`config.mk`:
```
export PLATFORM = sky130hd
export DESIGN_NAME = sync_input_receiver
export DESIGN_NICKNAME = d
export VERILOG_FILES = /design/src/rtl/sync_input_receiver.sv
export SDC_FILE = /design/constraint.sdc
export NUM_CORES = 1
export LEC_CHECK = 0
export CAP_MARGIN = 0
export CORE_MARGIN = 2
export CORE_UTILIZATION = 50
export CTS_CLUSTER_DIAMETER = 40
export DETAILED_ROUTE_END_ITERATION = 6
export GPL_TIMING_DRIVEN = 0
export PLACE_DENSITY = 0.73
export SLEW_MARGIN = 15
export SYNTH_ARGS = -nofsm -noshare
export SYNTH_HDL_FRONTEND = slang
export SYNTH_SLANG_ARGS = --single-unit
```
`constraint.sdc`:
```
create_clock -name clk -period 2.1 [get_ports clk]
set_clock_uncertainty 0.05 [all_clocks]
set_input_delay 0.42 -clock clk [delete_from_list [all_inputs] [get_ports clk]]
set_output_delay 0.42 -clock clk [all_outputs]
set_load 0.05 [all_outputs]
```
`src/rtl/sync_input_receiver.sv`:
```
// Receive side for the fg_opto pulse and the wire sensor: synchronizes both inputs,
// measures fg_opto period/high width, detects fg_opto loss and debounces the wire sensor.
// Optional macro SYNC_INPUT_RECEIVER_GLITCH_CNT_EN adds the glitch_cnt rejected-bounce counter.
module sync_input_receiver #(
  parameter int unsigned CNT_W           = 24,
  parameter int unsigned DEBOUNCE_CYCLES = 1000,
  parameter int unsigned TIMEOUT_CYCLES  = 200000
) (
  input  logic             clk,
  input  logic             reset,
  input  logic             fg_opto_in,
  input  logic             wire_sensor_in,
  output logic             fg_rise,
  output logic [CNT_W-1:0] fg_period,
  output logic [CNT_W-1:0] fg_width,
  output logic             meas_valid,
  output logic             fg_lost,
  output logic             wire_stable,
`ifdef SYNC_INPUT_RECEIVER_GLITCH_CNT_EN
  output logic [15:0]      glitch_cnt,
`endif
  output logic             wire_rise
);

  localparam int unsigned DCNT_W = (DEBOUNCE_CYCLES < 2) ? 1 : $clog2(DEBOUNCE_CYCLES);
  localparam logic [CNT_W-1:0]  CNT_MAX  = '1;
  localparam logic [CNT_W-1:0]  TIMEOUT  = CNT_W'(TIMEOUT_CYCLES);
  localparam logic [DCNT_W-1:0] DEB_LAST = DCNT_W'(DEBOUNCE_CYCLES - 1);

  typedef enum logic [1:0] {IDLE, HIGH, LOW, LOST} state_t;

  logic fg_s1_q, fg_s2_q, fg_s3_q, fg_rise_q, fg_fall_q;
  logic w_s1_q, w_s2_q;
  logic [CNT_W-1:0] pcnt_q, hcnt_q;

  state_t           state_q, state_d;
  logic [CNT_W-1:0] period_q, period_d, width_q, width_d, width_tmp_q, width_tmp_d;
  logic             meas_valid_q, meas_valid_d, lost_q, lost_d;

  logic [DCNT_W-1:0] dcnt_q, dcnt_d;
  logic              stable_q, stable_d, stable_prev_q, wire_rise_q;

  // Two-flop synchronizers; fg gets a third stage for registered edge detection
  always_ff @(posedge clk) begin
    if (reset) begin
      fg_s1_q   <= 1'b0;
      fg_s2_q   <= 1'b0;
      fg_s3_q   <= 1'b0;
      fg_rise_q <= 1'b0;
      fg_fall_q <= 1'b0;
      w_s1_q    <= 1'b0;
      w_s2_q    <= 1'b0;
    end else begin
      fg_s1_q   <= fg_opto_in;
      fg_s2_q   <= fg_s1_q;
      fg_s3_q   <= fg_s2_q;
      fg_rise_q <= fg_s2_q & ~fg_s3_q;
      fg_fall_q <= ~fg_s2_q & fg_s3_q;
      w_s1_q    <= wire_sensor_in;
      w_s2_q    <= w_s1_q;
    end
  end

  // Saturating period counter and high-width counter, both restarted by a rise
  always_ff @(posedge clk) begin
    if (reset) begin
      pcnt_q <= '0;
      hcnt_q <= '0;
    end else begin
      if (fg_rise_q)             pcnt_q <= CNT_W'(1);
      else if (pcnt_q != CNT_MAX) pcnt_q <= pcnt_q + CNT_W'(1);
      if (fg_rise_q)                        hcnt_q <= CNT_W'(1);
      else if (fg_s3_q && hcnt_q != CNT_MAX) hcnt_q <= hcnt_q + CNT_W'(1);
    end
  end

  always_ff @(posedge clk) begin
    if (reset) begin
      state_q      <= IDLE;
      period_q     <= '0;
      width_q      <= '0;
      width_tmp_q  <= '0;
      meas_valid_q <= 1'b0;
      lost_q       <= 1'b0;
    end else begin
      state_q      <= state_d;
      period_q     <= period_d;
      width_q      <= width_d;
      width_tmp_q  <= width_tmp_d;
      meas_valid_q <= meas_valid_d;
      lost_q       <= lost_d;
    end
  end

  // Timeout beats a coincident fall in HIGH; a rise beats the timeout in LOW
  always_comb begin
    state_d      = state_q;
    period_d     = period_q;
    width_d      = width_q;
    width_tmp_d  = width_tmp_q;
    meas_valid_d = 1'b0;
    lost_d       = lost_q;
    case (state_q)
      IDLE: if (fg_rise_q) state_d = HIGH;
      HIGH: begin
        if (pcnt_q >= TIMEOUT) begin
          state_d = LOST;
          lost_d  = 1'b1;
        end else if (fg_fall_q) begin
          width_tmp_d = hcnt_q;
          state_d     = LOW;
        end
      end
      LOW: begin
        if (fg_rise_q) begin
          period_d     = pcnt_q;
          width_d      = width_tmp_q;
          meas_valid_d = 1'b1;
          state_d      = HIGH;
        end else if (pcnt_q >= TIMEOUT) begin
          state_d = LOST;
          lost_d  = 1'b1;
        end
      end
      LOST: begin
        if (fg_rise_q) begin
          lost_d  = 1'b0;
          state_d = HIGH;
        end
      end
      default: state_d = IDLE;
    endcase
  end

  // Debounce: accept a change only after it has held for DEBOUNCE_CYCLES cycles
  always_comb begin
    dcnt_d   = dcnt_q;
    stable_d = stable_q;
    if (w_s2_q == stable_q) begin
      dcnt_d = '0;
    end else if (dcnt_q == DEB_LAST) begin
      dcnt_d   = '0;
      stable_d = ~stable_q;
    end else begin
      dcnt_d = dcnt_q + DCNT_W'(1);
    end
  end

  always_ff @(posedge clk) begin
    if (reset) begin
      dcnt_q        <= '0;
      stable_q      <= 1'b0;
      stable_prev_q <= 1'b0;
      wire_rise_q   <= 1'b0;
    end else begin
      dcnt_q        <= dcnt_d;
      stable_q      <= stable_d;
      stable_prev_q <= stable_q;
      wire_rise_q   <= stable_q & ~stable_prev_q;
    end
  end

`ifdef SYNC_INPUT_RECEIVER_GLITCH_CNT_EN
  logic        bounce_rej_c;
  logic [15:0] glitch_q;

  // A bounce is rejected when the counter was running and the input fell back
  assign bounce_rej_c = (w_s2_q == stable_q) && (dcnt_q != '0);

  always_ff @(posedge clk) begin
    if (reset)                                  glitch_q <= '0;
    else if (bounce_rej_c && glitch_q != 16'hFFFF) glitch_q <= glitch_q + 16'd1;
  end

  assign glitch_cnt = glitch_q;
`endif

  assign fg_rise     = fg_rise_q;
  assign fg_period   = period_q;
  assign fg_width    = width_q;
  assign meas_valid  = meas_valid_q;
  assign fg_lost     = lost_q;
  assign wire_stable = stable_q;
  assign wire_rise   = wire_rise_q;

endmodule

```
==> run summary <==
Uppermost layer routed - met4
Leading cell types in the layout, fill and taps excluded - dfxtp_1, nand2_1, a21oi_1
Vias in the first global route - 4993
Core footprint - 11500 sq um
Synth warn - 0
Hold Crit Class - reg2reg
Max Fclk - 489 MHz
Final wirelength - 14100 um
CP Class - reg2out
# IOs - 57
Via density - 5.56
WL per Instance - 15.1 um
CP top delay family - buffers and inverters
Layout area overhead - 25.4%
Met2 WL - 7200 um
First-pass GRT wire length - 23200 um
Max_slew headroom - 0.605
Register area share after synthesis - 0.483
Worst Reg2Reg Path Length in Cells - 7
TritonCTS clock tree - yes
Multi-input logic area - 2910 sq um
DR pass1 iterations - 7
Antenna diodes - 0
Antenna Violating Nets Remaining - 0
Outcome - finished, violations left
H-tree depth - 4
Fin crit period - 2050 ps
Crit Path Max Fanout - 2
Crit-path cells - clkdlybuf4s50_1
Fillers - 915
Site row count - 39
Die Wd - 113 um
Clk Tree Root Cell - clkbuf_16
Vias after detailed routing - 5172
Post-route DRC - 6
Failing checks - DRC
Synthesized instance count - 689
Worst-Margin Slew - 592 ps
Syn Area/Cell - 8.66 sq um
Min-Delay Path Depth - 1
Final Max Tran Viols - 0
Flops & latches, synth - 144
Peak VDD IR - 0.513 mV
CP Buf/Inv Count - 1
Commonest non-fill, non-tap cell in the layout - dfxtp_1
Clk sinks - 144
Async S/R FF share, synth - 0
Startpoint Class - register
Total power - 0.00615 W
GPL Wtd Cong - 0.897
Die Area - 12800 sq um
Syn_nets - 702
Clock transition at path regs - 60 ps
CP endpoint kind - primary output
Max-cap violations - 0
HPWL after DPL - 9510 um
Clock buffer depth - 2
GRT Total Usage - 0.225
CP max stage cell - clkdlybuf4s50_1
Final Setup Violations - 0
Grt total ovfl - 0
Die Height - 113 um
Worst Path Required - 1630 ps
Final period utilization - 0.974
Final net count - 788
Most used flip-flop cell after synthesis - dfxtp_1
Mapped Area - 5970 sq um
PD cells - 822 nW/um^2
Sequential Area - 2890 sq um
Leakage - 2.63 nW
Clk_lat worst skew - 420 ps
Hold_ws - 339 ps
Number of I/O port buffers - 56
Total CTS buffers - 17
Layout cells sized above 1 - 0.112
M1 WL - 5980 um
Initial Util - 0.518
Initial drt markers - 312
Initial antenna violation count - 0
Hold Fails Final Rpt - 0
Post-synth cell types - 59
Largest net degree at the start of global routing - 17
Metal3 WL - 551 um
Crit-path max cell delay - 810 ps
Critical path depth in cells - 1
Crit path DAT - 1580 ps
Post-CTS Hold Fix Bufs - 0
Number of synthesized flops with an enable pin - 0
## flip-flops by register name, indices dropped and copies added (netlist names)
| register | count |
|---|---|
| fg_period | 24 |
| wire_rise | 1 |
| hcnt_q | 24 |
| stable_prev_q | 1 |
| w_s1_q | 1 |
| fg_s2_q | 1 |
| state_q | 2 |
| pcnt_q | 24 |
| fg_rise | 1 |
| fg_s1_q | 1 |
| wire_stable | 1 |
| width_tmp_q | 24 |
| fg_width | 24 |
| fg_lost | 1 |
| fg_s3_q | 1 |
| meas_valid | 1 |
| dcnt_q | 10 |
| w_s2_q | 1 |
| fg_fall_q | 1 |
## repair_timing
action,CTS,global route
cloned,0,2
gates resized for setup,7,26
buffers inserted,6,7
setup endpoints to repair,82,93
pin swaps,3,8
## cells in the mapped netlist (all sizes together), types with 2 or more instances
cell type  number  area share
o211a           2      0.0034
a211oi          2      0.0034
or4             6      0.0075
dfxtp         144        0.48
o211ai          4      0.0050
clkbuf         27       0.017
a221oi          2      0.0029
nand3          20       0.017
a31o            2      0.0029
nor4            6      0.0099
or3            17       0.019
o21ai          21       0.018
a2111oi         2      0.0071
inv            14      0.0088
o31ai           5      0.0094
nand4          18       0.021
buf            12       0.014
xor2            8       0.012
a21oi          78       0.065
or2             3      0.0031
and2            5      0.0052
o2111ai         2      0.0029
xnor2          15       0.022
a31oi           3      0.0031
nand2         129       0.082
nor2           64       0.040
and3            9      0.0094
nor2b           8      0.0084
nor3            8      0.0094
nor3b           2      0.0034
ha              9       0.019
mux2i          28       0.047
and4            5      0.0073
## power by group
part / leakage (nW) / internal [W] / switching [W]
logic: 1.16 / 0.0000901 / 0.000183
registers: 1.16 / 0.00276 / 0.0000271
clock network: 0.300 / 0.00202 / 0.00108
## logic make-up after synthesis
kind of cell / Yosys count / share of synthesized area
AOI/OAI and AO/OA: 131 / 0.135
xor gates and xnor gates: 23 / 0.0337
adders and majority gates: 9 / 0.0189
buffers and inverters: 53 / 0.0396
DFF: 144 / 0.483
muxes: 28 / 0.0470
and+or+nand+nor: 301 / 0.243
## worst reg2reg max path: cells and delay by family (launching register included)
family | cells | cell delay (ps)
adder cells (fa/ha/maj) | 1 | 240
flip-flops | 1 | 380
AO/OA/AOI/OAI | 2 | 350
AND/OR/NAND/NOR | 2 | 570
buffers and inverters | 1 | 180
XOR/XNOR | 1 | 150
## cell type report
cell class / instances / area share
Inverter: 14 / 0.00702
Clock buffer: 26 / 0.0680
Multi-Input combinational cell: 492 / 0.389
Timing Repair Buffer: 71 / 0.0889
Tap cell: 143 / 0.0239
Buffer: 35 / 0.0244
Clock inverter: 5 / 0.0134
Sequential cell: 144 / 0.385
## through the flow
| step | TNS [ps] | cells | utilization | setup slack, ps | area, sq um |
|---|---|---|---|---|---|
| 2_1_floorplan | 0 | 689 | - | 188 | 5970 |
| 3_3_place_gp | -44990 | 888 | 0.583 | -675 | 6710 |
| 3_5_place_dp | -43060 | 888 | 0.583 | -634 | 6710 |
| 4_1_cts | 0 | 925 | 0.640 | 2.46 | 7370 |
| 5_1_grt | -19.1 | 930 | 0.650 | -7.61 | 7490 |
| 6_report | 0 | 930 | 0.650 | 54.4 | 7490 |
## final timing paths
| kind | start | to | slack, ps |
|---|---|---|---|
| worst max-delay path | fg_lost | fg_lost | 50 |
| worst min-delay path | stable_prev_q | wire_rise | 340 |
| worst min register to register | stable_prev_q | wire_rise | 340 |
| worst max register to register | hcnt_q[0] | hcnt_q[0] | 60 |
## routing by layer
| layer | vias up | track usage |
|---|---|---|
| li1 | 2564 | - |
| met1 | 2456 | 0.264 |
| met2 | 118 | 0.397 |
| met3 | 34 | 0.0482 |
| met4 | 0 | 0.0984 |
| met5 | - | 0 |
(Power assumes the default switching activity.)
